==> src/rtl/apb_uart_slave_if.sv <==
// APB bus bundle between a bus master and the UART receive-path register front-end.
interface apb_uart_slave_if #(
  parameter int unsigned ADDR_W = 3
) ();
  logic              psel;
  logic              penable;
  logic              pwrite;
  logic [ADDR_W-1:0] paddr;
  logic [7:0]        pwdata;
  logic [7:0]        prdata;
  logic              pslverr;

  modport master (
    output psel, penable, pwrite, paddr, pwdata,
    input  prdata, pslverr
  );

  modport slave (
    input  psel, penable, pwrite, paddr, pwdata,
    output prdata, pslverr
  );
endinterface

==> src/rtl/apb_uart_slave.sv <==
// APB register front-end for the UART receiver: status/error/data readback and
// data_size/data_period configuration, zero-wait-state APB with error response.
module apb_uart_slave #(
  parameter int unsigned ADDR_W     = 3,
  parameter int unsigned PERIOD_RST = 10,
  parameter int unsigned SIZE_RST   = 8
) (
  input  logic                  clk,
  input  logic                  rst,
  apb_uart_slave_if.slave       apb,
  input  logic [7:0]            rx_data,
  input  logic                  data_ready,
  input  logic                  overrun_error,
  input  logic                  framing_error,
  output logic                  data_read,
  output logic [3:0]            data_size,
  output logic [13:0]           data_period
);

  localparam int unsigned DATA_W   = 8;
  localparam int unsigned SIZE_W   = 4;
  localparam int unsigned PERIOD_W = 14;

  localparam logic [ADDR_W-1:0] A_STATUS    = ADDR_W'(0);
  localparam logic [ADDR_W-1:0] A_ERROR     = ADDR_W'(1);
  localparam logic [ADDR_W-1:0] A_PERIOD_LO = ADDR_W'(2);
  localparam logic [ADDR_W-1:0] A_PERIOD_HI = ADDR_W'(3);
  localparam logic [ADDR_W-1:0] A_SIZE      = ADDR_W'(4);
  localparam logic [ADDR_W-1:0] A_RXDATA    = ADDR_W'(6);

  typedef enum logic [1:0] {
    IDLE  = 2'd0,
    READ  = 2'd1,
    WRITE = 2'd2,
    ERR   = 2'd3
  } state_t;

  state_t              state_q;
  state_t              state_nxt;
  logic [ADDR_W-1:0]   addr_q;
  logic [DATA_W-1:0]   prdata_q;
  logic [SIZE_W-1:0]   size_q;
  logic [PERIOD_W-1:0] period_q;

  logic                setup_c;
  logic                access_c;
  logic                mapped_c;
  logic                writable_c;
  logic [DATA_W-1:0]   rx_masked_c;
  logic [DATA_W-1:0]   rd_mux_c;
  logic                load_rd_c;
  logic                wr_en_c;
  logic                pslverr_c;
  logic                data_read_c;

  assign setup_c  = apb.psel && !apb.penable;
  assign access_c = apb.psel && apb.penable;

  // Receive byte trimmed to the configured frame width.
  always_comb begin
    rx_masked_c = rx_data;
    if (size_q == SIZE_W'(5)) begin
      rx_masked_c = {3'b000, rx_data[4:0]};
    end else if (size_q == SIZE_W'(7)) begin
      rx_masked_c = {1'b0, rx_data[6:0]};
    end
  end

  // Address decode and read mux, evaluated on the setup-phase address.
  always_comb begin
    mapped_c   = 1'b0;
    writable_c = 1'b0;
    rd_mux_c   = '0;
    case (apb.paddr)
      A_STATUS: begin
        mapped_c = 1'b1;
        rd_mux_c = {7'b0, data_ready};
      end
      A_ERROR: begin
        mapped_c = 1'b1;
        rd_mux_c = {6'b0, overrun_error, framing_error};
      end
      A_PERIOD_LO: begin
        mapped_c   = 1'b1;
        writable_c = 1'b1;
        rd_mux_c   = period_q[7:0];
      end
      A_PERIOD_HI: begin
        mapped_c   = 1'b1;
        writable_c = 1'b1;
        rd_mux_c   = {2'b00, period_q[13:8]};
      end
      A_SIZE: begin
        mapped_c   = 1'b1;
        writable_c = 1'b1;
        rd_mux_c   = {4'b0000, size_q};
      end
      A_RXDATA: begin
        mapped_c = 1'b1;
        rd_mux_c = rx_masked_c;
      end
      default: begin
        mapped_c   = 1'b0;
        writable_c = 1'b0;
        rd_mux_c   = '0;
      end
    endcase
  end

  // FSM state register.
  always_ff @(posedge clk) begin
    if (rst) begin
      state_q <= IDLE;
    end else begin
      state_q <= state_nxt;
    end
  end

  // FSM next state: every non-idle state is the single access cycle.
  always_comb begin
    state_nxt = IDLE;
    case (state_q)
      IDLE: begin
        if (setup_c) begin
          if (apb.pwrite) begin
            state_nxt = writable_c ? WRITE : ERR;
          end else begin
            state_nxt = mapped_c ? READ : ERR;
          end
        end
      end
      default: state_nxt = IDLE;
    endcase
  end

  // FSM outputs: qualified by the live access phase so a dropped psel aborts.
  always_comb begin
    load_rd_c   = 1'b0;
    wr_en_c     = 1'b0;
    pslverr_c   = 1'b0;
    data_read_c = 1'b0;
    case (state_q)
      IDLE:  load_rd_c   = setup_c && !apb.pwrite && mapped_c;
      READ:  data_read_c = access_c && (addr_q == A_RXDATA);
      WRITE: wr_en_c     = access_c;
      ERR:   pslverr_c   = access_c;
      default: begin
        load_rd_c   = 1'b0;
        wr_en_c     = 1'b0;
        pslverr_c   = 1'b0;
        data_read_c = 1'b0;
      end
    endcase
  end

  // Read data captured at setup, cleared on every other edge.
  always_ff @(posedge clk) begin
    if (rst) begin
      prdata_q <= '0;
      addr_q   <= '0;
    end else begin
      prdata_q <= load_rd_c ? rd_mux_c : '0;
      if (state_q == IDLE && setup_c) begin
        addr_q <= apb.paddr;
      end
    end
  end

  // Configuration registers commit on the edge ending the access phase.
  always_ff @(posedge clk) begin
    if (rst) begin
      period_q <= PERIOD_W'(PERIOD_RST);
      size_q   <= SIZE_W'(SIZE_RST);
    end else if (wr_en_c) begin
      case (addr_q)
        A_PERIOD_LO: period_q[7:0]  <= apb.pwdata;
        A_PERIOD_HI: period_q[13:8] <= apb.pwdata[5:0];
        A_SIZE:      size_q         <= apb.pwdata[3:0];
        default:     period_q       <= period_q;
      endcase
    end
  end

  assign apb.prdata  = prdata_q;
  assign apb.pslverr = pslverr_c;
  assign data_read   = data_read_c;
  assign data_size   = size_q;
  assign data_period = period_q;

endmodule

==> src/flat_wrapper.sv <==
// flat-port wrapper written by rule: the top's interface ports become plain ports
module apb_uart_slave_flat 
#(
  parameter int unsigned ADDR_W     = 3,
  parameter int unsigned PERIOD_RST = 10,
  parameter int unsigned SIZE_RST   = 8
)
  (clk, rst, rx_data, data_ready, overrun_error, framing_error, data_read, data_size, data_period, apb_psel, apb_penable, apb_pwrite, apb_paddr, apb_pwdata, apb_prdata, apb_pslverr);
  apb_uart_slave_if #(.ADDR_W(ADDR_W)) apb_i ();
  input  logic clk;
  input  logic rst;
  input  logic [7:0] rx_data;
  input  logic data_ready;
  input  logic overrun_error;
  input  logic framing_error;
  output logic data_read;
  output logic [3:0] data_size;
  output logic [13:0] data_period;
  input wire logic [$bits(apb_i.psel)-1:0] apb_psel;
  input wire logic [$bits(apb_i.penable)-1:0] apb_penable;
  input wire logic [$bits(apb_i.pwrite)-1:0] apb_pwrite;
  input wire logic [$bits(apb_i.paddr)-1:0] apb_paddr;
  input wire logic [$bits(apb_i.pwdata)-1:0] apb_pwdata;
  output wire logic [$bits(apb_i.prdata)-1:0] apb_prdata;
  output wire logic [$bits(apb_i.pslverr)-1:0] apb_pslverr;
  assign apb_i.psel = apb_psel;
  assign apb_i.penable = apb_penable;
  assign apb_i.pwrite = apb_pwrite;
  assign apb_i.paddr = apb_paddr;
  assign apb_i.pwdata = apb_pwdata;
  assign apb_prdata = apb_i.prdata;
  assign apb_pslverr = apb_i.pslverr;
  apb_uart_slave #(.ADDR_W(ADDR_W), .PERIOD_RST(PERIOD_RST), .SIZE_RST(SIZE_RST)) u_core (.clk(clk), .rst(rst), .apb(apb_i), .rx_data(rx_data), .data_ready(data_ready), .overrun_error(overrun_error), .framing_error(framing_error), .data_read(data_read), .data_size(data_size), .data_period(data_period));
endmodule
==> config.mk <==
export PLATFORM = sky130hd
export DESIGN_NAME = apb_uart_slave_flat
export DESIGN_NICKNAME = d
export VERILOG_FILES = /design/src/rtl/apb_uart_slave_if.sv /design/src/rtl/apb_uart_slave.sv /design/src/flat_wrapper.sv
export SDC_FILE = /design/constraint.sdc
export NUM_CORES = 1
export LEC_CHECK = 0
export CORE_AREA = 2 2 69 71
export DETAILED_ROUTE_END_ITERATION = 16
export DIE_AREA = 0 0 71 73
export PLACE_DENSITY_LB_ADDON = 0.3
export SLEW_MARGIN = 30
export SYNTH_ARGS = -nofsm -noshare
export SYNTH_HDL_FRONTEND = slang
export SYNTH_SLANG_ARGS = --single-unit
==> constraint.sdc <==
create_clock -name clk -period 2.5 [get_ports clk]
set_clock_uncertainty 0.15 [all_clocks]
set_input_delay 0.5 -clock clk [delete_from_list [all_inputs] [get_ports clk]]
set_output_delay 0.5 -clock clk [all_outputs]
set_load 0.02 [all_outputs]
[Word level (Yosys, flattened, before mapping)]
Index checks and enable logic that the tools add are counted.
Cells by class
  reductions and logical operators: 17
  mux-type cells: 12
  bitwise logic cells: 3
  equality and inequality tests: 14
Operators by type and width (number)
  $pmux W8 S6: 1
  $mux W8: 2
  $eq A3 B2 Y1 const B: 4
  $eq A3 B3 Y1 const B: 4
  $eq A4 B3 Y1 const B: 2
  $mux W1: 7
  $logic_and A1 B1 Y1: 6
  $reduce_and A2 Y1: 3
  $reduce_or A3 Y1: 2
  $reduce_or A6 Y1: 1
  $eq A2 B2 Y1 const B: 2
  $mux W2: 2
  $eq A3 B1 Y1 const B: 1
  $logic_not A3 Y1: 1
  $not A1 Y1: 3
  $eq A2 B1 Y1 const B: 1
  $logic_not A1 Y1: 2
  $logic_not A2 Y1: 1
  $reduce_or A2 Y1: 1
Storage, ports and cells
  bits in registers: 31
  output and inout port bits: 28
  word-level logic and storage cells: 52
  bits of input ports: 27

[Longest topological paths before layout]
  depth after elaboration: 7
  depth in mapped cells: 4
  gate-level depth less buffers: 3

[Worst setup path before layout]
No wires, ideal clock.
  path type: in2out
  start point: input apb_penable
  end point: output data_read
  data required time: 1.850 ns
  stages on the path: 2
  slack: 0.491 ns
  arrival time: 1.359 ns
  path buffers: 0
  path through: nand3_1 > nor4b_1
On the way
  longest elaborated chain between the ends: 3
Ends and longest elaborated chain
  start, declared: line flat_wrapper.sv:20  | input wire logic [$bits(apb_i.penable)-1:0] apb_penable;
  $logic_and A1 B1 Y1: line apb_uart_slave.sv:57  | assign access_c = apb.psel && apb.penable;
  $logic_and A1 B1 Y1: line apb_uart_slave.sv:144  | READ: data_read_c = access_c && (addr_q == A_RXDATA);
  $mux W1: line apb_uart_slave.sv:142  | case (state_q)
  end, declared: line flat_wrapper.sv:16  | output logic data_read;
No other way between the ends.

[Worst setup path after layout]
Ends and elaborated chain as after synthesis.

==> impl_metrics.ini <==
[cts]
ctsRootBufferMaster = clkbuf_8
clkSinkCount = 31
clockBufferDepth = 2
path_clk_slew_ns = 0.06
cts_tree = done
clk_latency_ns = 0.28
cts_setup_buffers = 0
cts_buffers = 5
h-tree-depth = 2

[cells_and_area]
nNetsFinal = 240
ff_latch_area_sq_um = 621
layout_common_cells = 52 x clkdlybuf4s50_1, 31 x dfxtp_1, 30 x mux2i_1
fill_cells = 435
multi_input_area_sq_um = 826
final_core_util_pct = 49.3
drive_above_1_share_pct = 10.3
final_cell_area_sq_um = 2240
syn2layout_area_growth_pct = 49.3
final_common_cell = clkdlybuf4s50_1
antenna_cells = 0

[worst_setup_path]
cp_slowest_stage_delay_ns = 0.48
critical_path.startpoint = apb_penable
worstPathArrival_ns = 1.72
slowest_stage = clkdlybuf4s50_1
end_kind = output port
startpoint_type = input pin
cp_max_fo = 2
reg2reg_depth = 3
critPathKind = input pin to output port
path_cells = clkdlybuf4s50_1 -> nand3_1 -> nor4b_1 -> dlygate4sd2_1
reg2reg_from = u_core.state_q[1]$_SDFF_PP0_
cp_data_required_time_ns = 1.85

[die]
core_area_sq_um = 4540
die_y_um = 73
num_rows = 25
ios = 55
dieWidth_um = 71
start_util_pct = 33.0
dieArea_sq_um = 5180

[placement]
dpl-instance-area_sq_um = 2150
dp_hpwl_um = 2880
place_congestion = 0.684
portBuffers = 54

[route]
drt-initial-drc-count = 42
vias = 1280
drtPass1Iterations = 4
ant_nets = 0
viasPerCell = 4.78
routed_wl_um = 3740
routedWlPerCell_um = 14.0
drcViolationCount = 0

[logic_synthesis]
synth-seq-cells = 31
yosysUniqueCellTypes = 31
yosys_warnings = 0
synth_nets = 178
synth_area_per_cell_sq_um = 9.92
syn_area_sq_um = 1500
ys_seq_area_share_pct = 41.4
synthCells = 151

[job]
maxCapViolCount = 0

[worst_hold_path]
hp-start = u_core.data_period[4]$_SDFFE_PP0P_
holdPathStages = 2
hold_class = register to register

[sta]
relSlewSlack_pct = 68.4
fin_crit_ns = 2.37
rsz0062_at_grt = false
post-route-period-util_pct = 94.8
worst_pin_slew_ns = 0.472
fmax_ghz = 0.422
finalHoldViolCount = 0
finalSetupViolations = 0
drv_slew = 0

[pwr]
vdd_ir_drop_max_mv = 0.267
powerDensity_nw_per_um2 = 447
p_leak_nw = 0.902

[grt]
grt_start_max_net_pins = 19
grt_overflow = 0
grt_usage_pct = 15.3
grt_first_pass_wirelength_um = 6170
grt_pass1_vias = 1225
antenna_found_initial = 0

[status]
outcome = complete, no violations
[layer usage]
layer	up-vias	wire length [um]	track usage, %
li1	657	-	-
met1	583	1780	20.9
met2	37	1680	23.1
met3	3	263	5.66
met4	0	26	3.14
met5	-	0	0
[through the flow]
stage | setup TNS [ns] | total power, mW | setup slack (ns) | instances | hold slack, ns
3_3_place_gp | -0.144 | 0.635 | -0.144 | 260 | 0.333
5_1_grt | 0 | 1.05 | 0.0288 | 268 | 0.366
6_report | 0 | 1.00 | 0.131 | 268 | 0.340
2_1_floorplan | 0 | 0.568 | 0.491 | 151 | 0.388
3_5_place_dp | -0.177 | 0.636 | -0.177 | 260 | 0.338
4_1_cts | 0 | 1.01 | 0.0682 | 268 | 0.344
[repair_timing]
item                                    CTS  global route
resized for setup                         1             1
endpoints found under the setup margin    1             1
hold buffers                              0             0
[final timing paths]
path	end	slack, ns
max	data_read	0.13
min	u_core.data_period[4]$_SDFFE_PP0P_	0.34
max reg2reg	u_core.data_period[3]$_SDFFE_PP1P_	0.81
min reg2reg	u_core.data_period[4]$_SDFFE_PP0P_	0.34
[state kept, by name, summed over array words and instances (netlist names)]
name	flops
u_core.addr_q	3
u_core.apb.prdata	8
u_core.data_period	14
u_core.data_size	4
u_core.state_q	2
[cell type report]
| type | count | area share [%] |
|---|---|---|
| Tap cell | 54 | 3.02 |
| Inverter | 5 | 0.839 |
| Clock buffer | 7 | 3.41 |
| Clock inverter | 1 | 0.224 |
| Multi-Input combinational cell | 107 | 36.9 |
| Sequential cell | 31 | 27.8 |
| Timing Repair Buffer | 63 | 27.8 |
[synthesized netlist by cell type]
| master | n | share of area (%) |
|---|---|---|
| nand4b_4 | 1 | 1.6 |
| a21oi_1 | 4 | 1.3 |
| nor4b_4 | 1 | 1.6 |
| o211a_1 | 1 | 0.67 |
| nand4bb_1 | 1 | 0.75 |
| o22a_1 | 2 | 1.2 |
| nor4b_1 | 1 | 0.58 |
| and3_1 | 1 | 0.42 |
| nand3_1 | 2 | 0.67 |
| o221ai_1 | 1 | 0.58 |
| buf_2 | 2 | 0.67 |
| or4b_1 | 1 | 0.67 |
| or3_2 | 2 | 1.0 |
| nor2_1 | 14 | 3.5 |
| o32a_1 | 1 | 0.67 |
| o21ai_0 | 1 | 0.33 |
| nor3b_1 | 1 | 0.50 |
| dfxtp_1 | 31 | 41 |
| nand2_1 | 1 | 0.25 |
| mux2i_1 | 30 | 20 |
| mux2_2 | 1 | 0.75 |
| and3b_1 | 2 | 1.2 |
| nor4b_2 | 1 | 1.0 |
| nand2b_1 | 27 | 11 |
| nor3_1 | 2 | 0.67 |
| or2_2 | 1 | 0.42 |
| clkbuf_1 | 6 | 1.5 |
| nand3b_1 | 3 | 1.5 |
| a32oi_1 | 2 | 1.2 |
| inv_1 | 5 | 1.3 |
| o22ai_1 | 2 | 0.84 |
[where the power goes]
part,switching (mW),internal [mW]
sequential,0.00602,0.498
clock,0.181,0.195
combinational,0.0466,0.0737
[logic make-up after synthesis]
group                  count (synthesis)  synth area share [%]
buffers and inverters                 13                  3.43
and+or+nand+nor                       62                  27.6
muxes                                 31                  20.8
DFF                                   31                  41.4
AOI/OAI and AO/OA                     14                  6.77
[worst max-delay path, delay by kind of cell]
kind	cells	cell delay [ns]
buffers and inverters	2	0.85
AND/OR/NAND/NOR	2	0.38
Power figures use the tool's default switching activity.
